File: src/rtl/serial_adder_ctrl.sv
// Sequencer feeding a bit-serial Mealy adder LSB-first, then flushing the carry.
// Optional signed overflow flag: define SERIAL_ADD_OVF_EN.
module serial_adder_ctrl #(
    parameter int WIDTH = 8
) (
    input  logic             Clock,
    input  logic             Reset,
    input  logic             Start,
    input  logic [WIDTH-1:0] OpA,
    input  logic [WIDTH-1:0] OpB,
    input  logic             AdderS,
    output logic             AdderA,
    output logic             AdderB,
    output logic             AdderEnable,
    output logic             AdderReset,
    output logic             Busy,
    output logic             Done,
    output logic [WIDTH-1:0] Sum,
    output logic             CarryOut
`ifdef SERIAL_ADD_OVF_EN
    ,
    output logic             Overflow
`endif
);

    localparam int CW = $clog2(WIDTH + 1);
    localparam logic [CW-1:0] LAST = CW'(WIDTH - 1);

    typedef enum logic [2:0] {
        IDLE,
        CLEAR,
        SHIFT,
        FLUSH,
        DONE
    } state_t;

    state_t           state_q, state_d;
    logic [WIDTH-1:0] a_q, a_d;
    logic [WIDTH-1:0] b_q, b_d;
    logic [WIDTH-1:0] s_q, s_d;
    logic [WIDTH-1:0] sum_q, sum_d;
    logic [CW-1:0]    cnt_q, cnt_d;
    logic             cout_q, cout_d;
    logic             bit_a, bit_b, en;
`ifdef SERIAL_ADD_OVF_EN
    logic             msba_q, msba_d;
    logic             msbb_q, msbb_d;
    logic             ovf_q, ovf_d;
`endif

    always_comb begin
        state_d = state_q;
        a_d     = a_q;
        b_d     = b_q;
        s_d     = s_q;
        sum_d   = sum_q;
        cnt_d   = cnt_q;
        cout_d  = cout_q;
        bit_a   = 1'b0;
        bit_b   = 1'b0;
        en      = 1'b0;
`ifdef SERIAL_ADD_OVF_EN
        msba_d  = msba_q;
        msbb_d  = msbb_q;
        ovf_d   = ovf_q;
`endif
        unique case (state_q)
            IDLE: begin
                if (Start) begin
                    a_d     = OpA;
                    b_d     = OpB;
                    cnt_d   = '0;
                    state_d = CLEAR;
`ifdef SERIAL_ADD_OVF_EN
                    msba_d  = OpA[WIDTH-1];
                    msbb_d  = OpB[WIDTH-1];
`endif
                end
            end
            CLEAR: begin
                state_d = SHIFT;
            end
            SHIFT: begin
                bit_a = a_q[0];
                bit_b = b_q[0];
                en    = 1'b1;
                a_d   = {1'b0, a_q[WIDTH-1:1]};
                b_d   = {1'b0, b_q[WIDTH-1:1]};
                s_d   = {AdderS, s_q[WIDTH-1:1]};
                cnt_d = cnt_q + CW'(1);
                if (cnt_q == LAST) begin
                    state_d = FLUSH;
                end
            end
            FLUSH: begin
                // Zero operands: AdderS now reflects the stored carry
                en      = 1'b1;
                sum_d   = s_q;
                cout_d  = AdderS;
                state_d = DONE;
`ifdef SERIAL_ADD_OVF_EN
                ovf_d   = (msba_q == msbb_q) && (s_q[WIDTH-1] != msba_q);
`endif
            end
            DONE: begin
                state_d = IDLE;
            end
            default: begin
                state_d = IDLE;
            end
        endcase
    end

    always_ff @(posedge Clock) begin
        if (Reset) begin
            state_q <= IDLE;
            a_q     <= '0;
            b_q     <= '0;
            s_q     <= '0;
            sum_q   <= '0;
            cnt_q   <= '0;
            cout_q  <= 1'b0;
`ifdef SERIAL_ADD_OVF_EN
            msba_q  <= 1'b0;
            msbb_q  <= 1'b0;
            ovf_q   <= 1'b0;
`endif
        end else begin
            state_q <= state_d;
            a_q     <= a_d;
            b_q     <= b_d;
            s_q     <= s_d;
            sum_q   <= sum_d;
            cnt_q   <= cnt_d;
            cout_q  <= cout_d;
`ifdef SERIAL_ADD_OVF_EN
            msba_q  <= msba_d;
            msbb_q  <= msbb_d;
            ovf_q   <= ovf_d;
`endif
        end
    end

    assign AdderA      = bit_a;
    assign AdderB      = bit_b;
    assign AdderEnable = en;
    assign AdderReset  = Reset | (state_q == CLEAR);
    assign Busy        = (state_q != IDLE);
    assign Done        = (state_q == DONE);
    assign Sum         = sum_q;
    assign CarryOut    = cout_q;
`ifdef SERIAL_ADD_OVF_EN
    assign Overflow    = ovf_q;
`endif

endmodule

File: config.mk
export PLATFORM = sky130hd
export DESIGN_NAME = serial_adder_ctrl
export DESIGN_NICKNAME = d
export VERILOG_FILES = /design/src/rtl/serial_adder_ctrl.sv
export SDC_FILE = /design/constraint.sdc
export NUM_CORES = 1
export LEC_CHECK = 0
export CORE_AREA = 2 2 59 61
export CTS_CLUSTER_SIZE = 8
export DETAILED_ROUTE_END_ITERATION = 6
export DIE_AREA = 0 0 61 63
export PLACE_DENSITY_LB_ADDON = 0.15
export SKIP_CTS_REPAIR_TIMING = 1
export SYNTH_ARGS = -nofsm -noshare
export SYNTH_HDL_FRONTEND = slang
export SYNTH_SLANG_ARGS = --single-unit
File: constraint.sdc
create_clock -name Clock -period 2.8 [get_ports Clock]
set_clock_uncertainty 0.15 [all_clocks]
set_input_delay 0.56 -clock Clock [delete_from_list [all_inputs] [get_ports Clock]]
set_output_delay 0.56 -clock Clock [all_outputs]
set_load 0.01 [all_outputs]
# Word-level counts from Yosys, hierarchy flattened

Cells that the tools add are included.

Register bits: 40
Memory bits (writable): 0
Bits in latches: 0
Input port bits: 20
ROM bits: 0
Word-level logic and storage cells: 34
Memories: 0

Order comparisons: 0
Div/mod/pow operators: 0
Multiplexer cells: 12
Reductions and logical operators: 6
$mul: 0
Add/sub/neg operators: 1
Bitwise operators: 1
Shift-type cells: 0
Equality and inequality tests: 7

Operators by type and width:

| cell                | count |
|---|---|
| $pmux 8 s2          | 2 |
| $mux 8              | 2 |
| $pmux 3 s4          | 1 |
| $pmux 4 s2          | 1 |
| $eq 3x2->1 const B  | 2 |
| $mux 3              | 2 |
| $add 4x1->4 const B | 1 |
| $eq 4x3->1 const B  | 1 |
| $mux 4              | 1 |
| $ne 2x2->1 const B  | 2 |
| $reduce_and 2->1    | 2 |
| $eq 3x1->1 const B  | 1 |
| $eq 3x3->1 const B  | 1 |
| $logic_not 3->1     | 1 |
| $mux 1              | 3 |
| $reduce_bool 3->1   | 1 |
| $reduce_bool 2->1   | 1 |
| $reduce_or 2->1     | 1 |
| $or 1x1->1          | 1 |

# Depth between registers and ports, before layout

Depth in word-level cells: 3
Depth in mapped cells: 6
Depth with buffers taken out: 4

# Worst setup path after synthesis

OpenSTA, ideal clock, no wires.

Path kind: register -> output
From: register state_q[0]
To: output AdderA
Path slack: 847 ps
Arrival: 1,243 ps
Cell stages (with the launch flop): 5
Cells stage by stage: dfxtp_1 buf_2 nor3b_1 clkbuf_1 and2_1

Cells in the longest elaborated chain, start to end: 2

Ends and longest elaborated chain:

| what                     | RTL line | source |
|---|---|---|
| start: declaration       | 37       | `state_t state_q, state_d;` |
| start signal: assignment | 129      | `state_q <= state_d;` |
| $eq 3x2->1               | 67       | `unique case (state_q)` |
| $mux 1                   | 67       |  |
| end: declaration         | 12       | `output logic AdderA,` |

Every way passes these cells.

# Worst setup path after layout

From: register state_q[2]
To: output AdderB

Cells in the longest elaborated chain, start to end: 2

Ends and longest elaborated chain:

| what             | RTL line | source |
|---|---|---|
| $eq 3x2->1       | 67       |  |
| $mux 1           | 67       |  |
| end: declaration | 13       | `output logic AdderB,` |

Every way passes these cells.

==> out/summary.txt <==
========================================================================================
Initial cell density of the core                                                   52.2%
Core Box Area                                                                 3230 sq um
Gate Count Post-Synth                                                                183
Final hold viol count                                                                  0
Io pins                                                                               35
Slowest CP cell                                                             sky130_fd_sc_hd__clkdlybuf4s50_1
Source of the worst hold timing path                                        s_q[0]$_SDFFE_PP0N_
Number of synthesized flops with an enable pin                                         0
HPWL after DPL                                                                   2350 um
Buf+Inv Stages, Crit Path                                                              1
Length in cells of the worst reg-to-reg path                                           3
Launch point of the worst reg-to-reg path                                   state_q[2]$_SDFFE_PP0P_
Slowest stage delay, CP                                                          0.54 ns
Headroom to the max-slew limit                                                     35.8%
Die Footprint                                                                 3840 sq um
Critical-path maximum fanout                                                          11
Cell Rows                                                                             21
Register-to-register path setup slack                                            0.74 ns
Worst endpoint required time                                                     2.09 ns
Top library cells by usage in the layout, fill and taps aside               sky130_fd_sc_hd__dfxtp_1, sky130_fd_sc_hd__clkdlybuf4s50_1, sky130_fd_sc_hd__a21oi_1, sky130_fd_sc_hd__mux2i_1, sky130_fd_sc_hd__nand2_1
Total of buffers placed on input and output ports                                     34
CTS clock-pin slew for the worst setup and hold paths                            0.13 ns
Total negative slack for setup checks                                               0 ns
Worst Hold End                                                              s_q[0]$_SDFFE_PP0N_
Routability congestion estimate                                                    0.698
Max IR drop VDD                                                                 0.341 mV
Measured slew at the worst slew-check pin                                       0.959 ns
Total Wirelength                                                                 3280 um
Antenna diode count                                                                    0
Multi-input gate area in the final layout                                      796 sq um
Leakage power total                                                             0.791 nW
Cell chain of the critical path                                             nor3b_1, and2_1, clkdlybuf4s50_1
Commonest non-fill, non-tap cell in the layout                              sky130_fd_sc_hd__dfxtp_1
Arrival time worst endpoint                                                      1.82 ns
Maximum number of pins on one net before global-route repair                          41
Global-route total usage across every layer                                        19.3%
Primary FF master, synth                                                    sky130_fd_sc_hd__dfxtp_1
Total CTS buffers                                                                      5
Portion of the post-synthesis area used by sequential elements                     47.5%
Count of distinct cell types in the synthesized netlist                               27
Die X-Extent                                                                       61 um
Via count of the routed design                                                      1374
Maximum Capacitance Violations                                                         0
Synth warn                                                                             0
Number of global-route vias before repair                                           1347
Routed Antenna Nets                                                                    0
RSZ-0062 raised after global routing                                                  no
Setup Crit Path Kind                                                          reg -> out
Clk_lat worst skew                                                               0.35 ns
Result of the run                                                           finished, final reports clean
Nets                                                                                 233
CTS tree                                                                            done
Area of the mapped netlist                                                    1690 sq um
Final hold slack                                                                0.327 ns
First-pass DRT Iterations                                                              4
Overall power of the completed layout                                            1.20 mW
Detailed Route Iter0 Violations                                                       41
Number of antenna violations at the first check in global routing                      0
Tightest Hold Check Type                                                      reg -> reg
Pwr Density                                                                  576 nW/um^2
Overflow after GRT                                                                     0
Category of cells accounting for the largest share of critical-path delay   buffers and inverters
Area growth, synth to finish                                                       23.8%
Cell depth of the worst hold path                                                      2
Fin crit period                                                                  2.53 ns
Layout filler cell count                                                             298
Endpoint kind of the worst setup timing path                                 output port
Wire length of the first global-routing pass                                     5620 um
Number of register bits inferred by synthesis                                         40
Fraction of final layout cells with drive strength greater than 1                  7.51%
Kind of launch point of the worst setup path                                        flop
Die boundary height                                                                63 um
Peak Freq                                                                        395 MHz
Setup violators final                                                                  0
RR Endpoint                                                                 b_q[5]$_SDFFE_PP0P_
Post-Synthesis Net Count                                                             204
Post-Syn Area per Cell                                                        9.22 sq um
Count of clock tree sinks                                                             40
WL per Instance                                                                  12.7 um
Pins over their slew limit                                                             0
Root Buffer Master                                                          sky130_fd_sc_hd__clkbuf_4
Post-route fraction of the period consumed by the critical path                    90.5%
H-tree levels                                                                          2
DRC Markers                                                                            0
Post-DR vias/cell                                                                   5.31
Async SR Flop Fraction                                                                0%
Bufs on Longest Clock Path                                                             2
Register Area                                                                  801 sq um
========================================================================================
registers in the layout, summed over array words and instances, names as in the netlist:
signal    flops
Sum           8
a_q           8
b_q           8
s_q           8
cnt_q         4
state_q       3
CarryOut      1
worst register-to-register path: cells and delay by family, from the launching register on:
kind	cells	cell delay, ns
AOI/OAI and AO/OA	1	0.19
DFF	1	0.42
and+or+nand+nor	2	1.15
power breakdown:
group | internal [mW] | switching [mW]
logic | 0.132 | 0.138
registers | 0.615 | 0.0310
clock network | 0.0965 | 0.189
total | 0.844 | 0.359
routing by layer:
layer / routed length (um) / global-route usage (%) / up-vias
met3: 139 / 5.59 / 5
li1: - / - / 702
met5: 0 / 0 / -
met2: 1640 / 33.6 / 27
met4: 46 / 5.71 / 0
met1: 1450 / 22.0 / 640
synth_stat cells (all sizes together) (2+ instances only):
master	n	area (sq um)
dfxtp	40	801
clkbuf	10	37.5
nand2	19	71.3
or2	3	18.8
mux2i	23	230
o21ai	4	20.0
a21oi	26	130
and2	2	12.5
a211oi	15	113
nand3b	3	22.5
nand3	2	10.0
nor3b	3	22.5
nor2	14	52.6
or3	2	12.5
buf	7	52.5
through the flow:
stage	setup slack, ns	cells	cell area, sq um	util [%]
2_1_floorplan	0.847	183	1690	-
3_3_place_gp	0.302	251	2030	62.9
3_5_place_dp	0.307	251	2030	62.9
4_1_cts	0.218	259	2090	64.6
5_1_grt	0.0705	259	2090	64.6
6_report	0.265	259	2090	64.6
kinds of logic after synthesis:
group / count (synthesis) / synth area share (%)
adders and majority gates: 1 / 0.742
buffers and inverters: 17 / 5.34
AOI/OAI and AO/OA: 48 / 16.9
DFF: 40 / 47.5
xor gates and xnor gates: 1 / 0.519
muxes: 23 / 13.6
and+or+nand+nor: 53 / 15.4
area by class of cell:
type / instances / area share (%)
clock inverter: 3 / 0.899
multi-input combinational: 126 / 38.1
timing repair buffer: 39 / 18.1
clock buffer: 5 / 1.80
sequential: 40 / 38.3
tap: 46 / 2.76
worst max-delay path by stage:
stage | start | end | slack, ns | cells past startpoint
3_5_place_dp | Reset | AdderReset | 0.31 | 3
3_3_place_gp | Reset | AdderReset | 0.30 | 3
6_report | state_q[2]$_SDFFE_PP0P_ | AdderB | 0.27 | 3
5_1_grt | state_q[2]$_SDFFE_PP0P_ | AdderB | 0.07 | 3
2_1_floorplan | state_q[0]$_SDFFE_PP0P_ | AdderA | 0.85 | 4
4_1_cts | state_q[2]$_SDFFE_PP0P_ | AdderB | 0.22 | 3
Power figures use the tool's default switching activity.
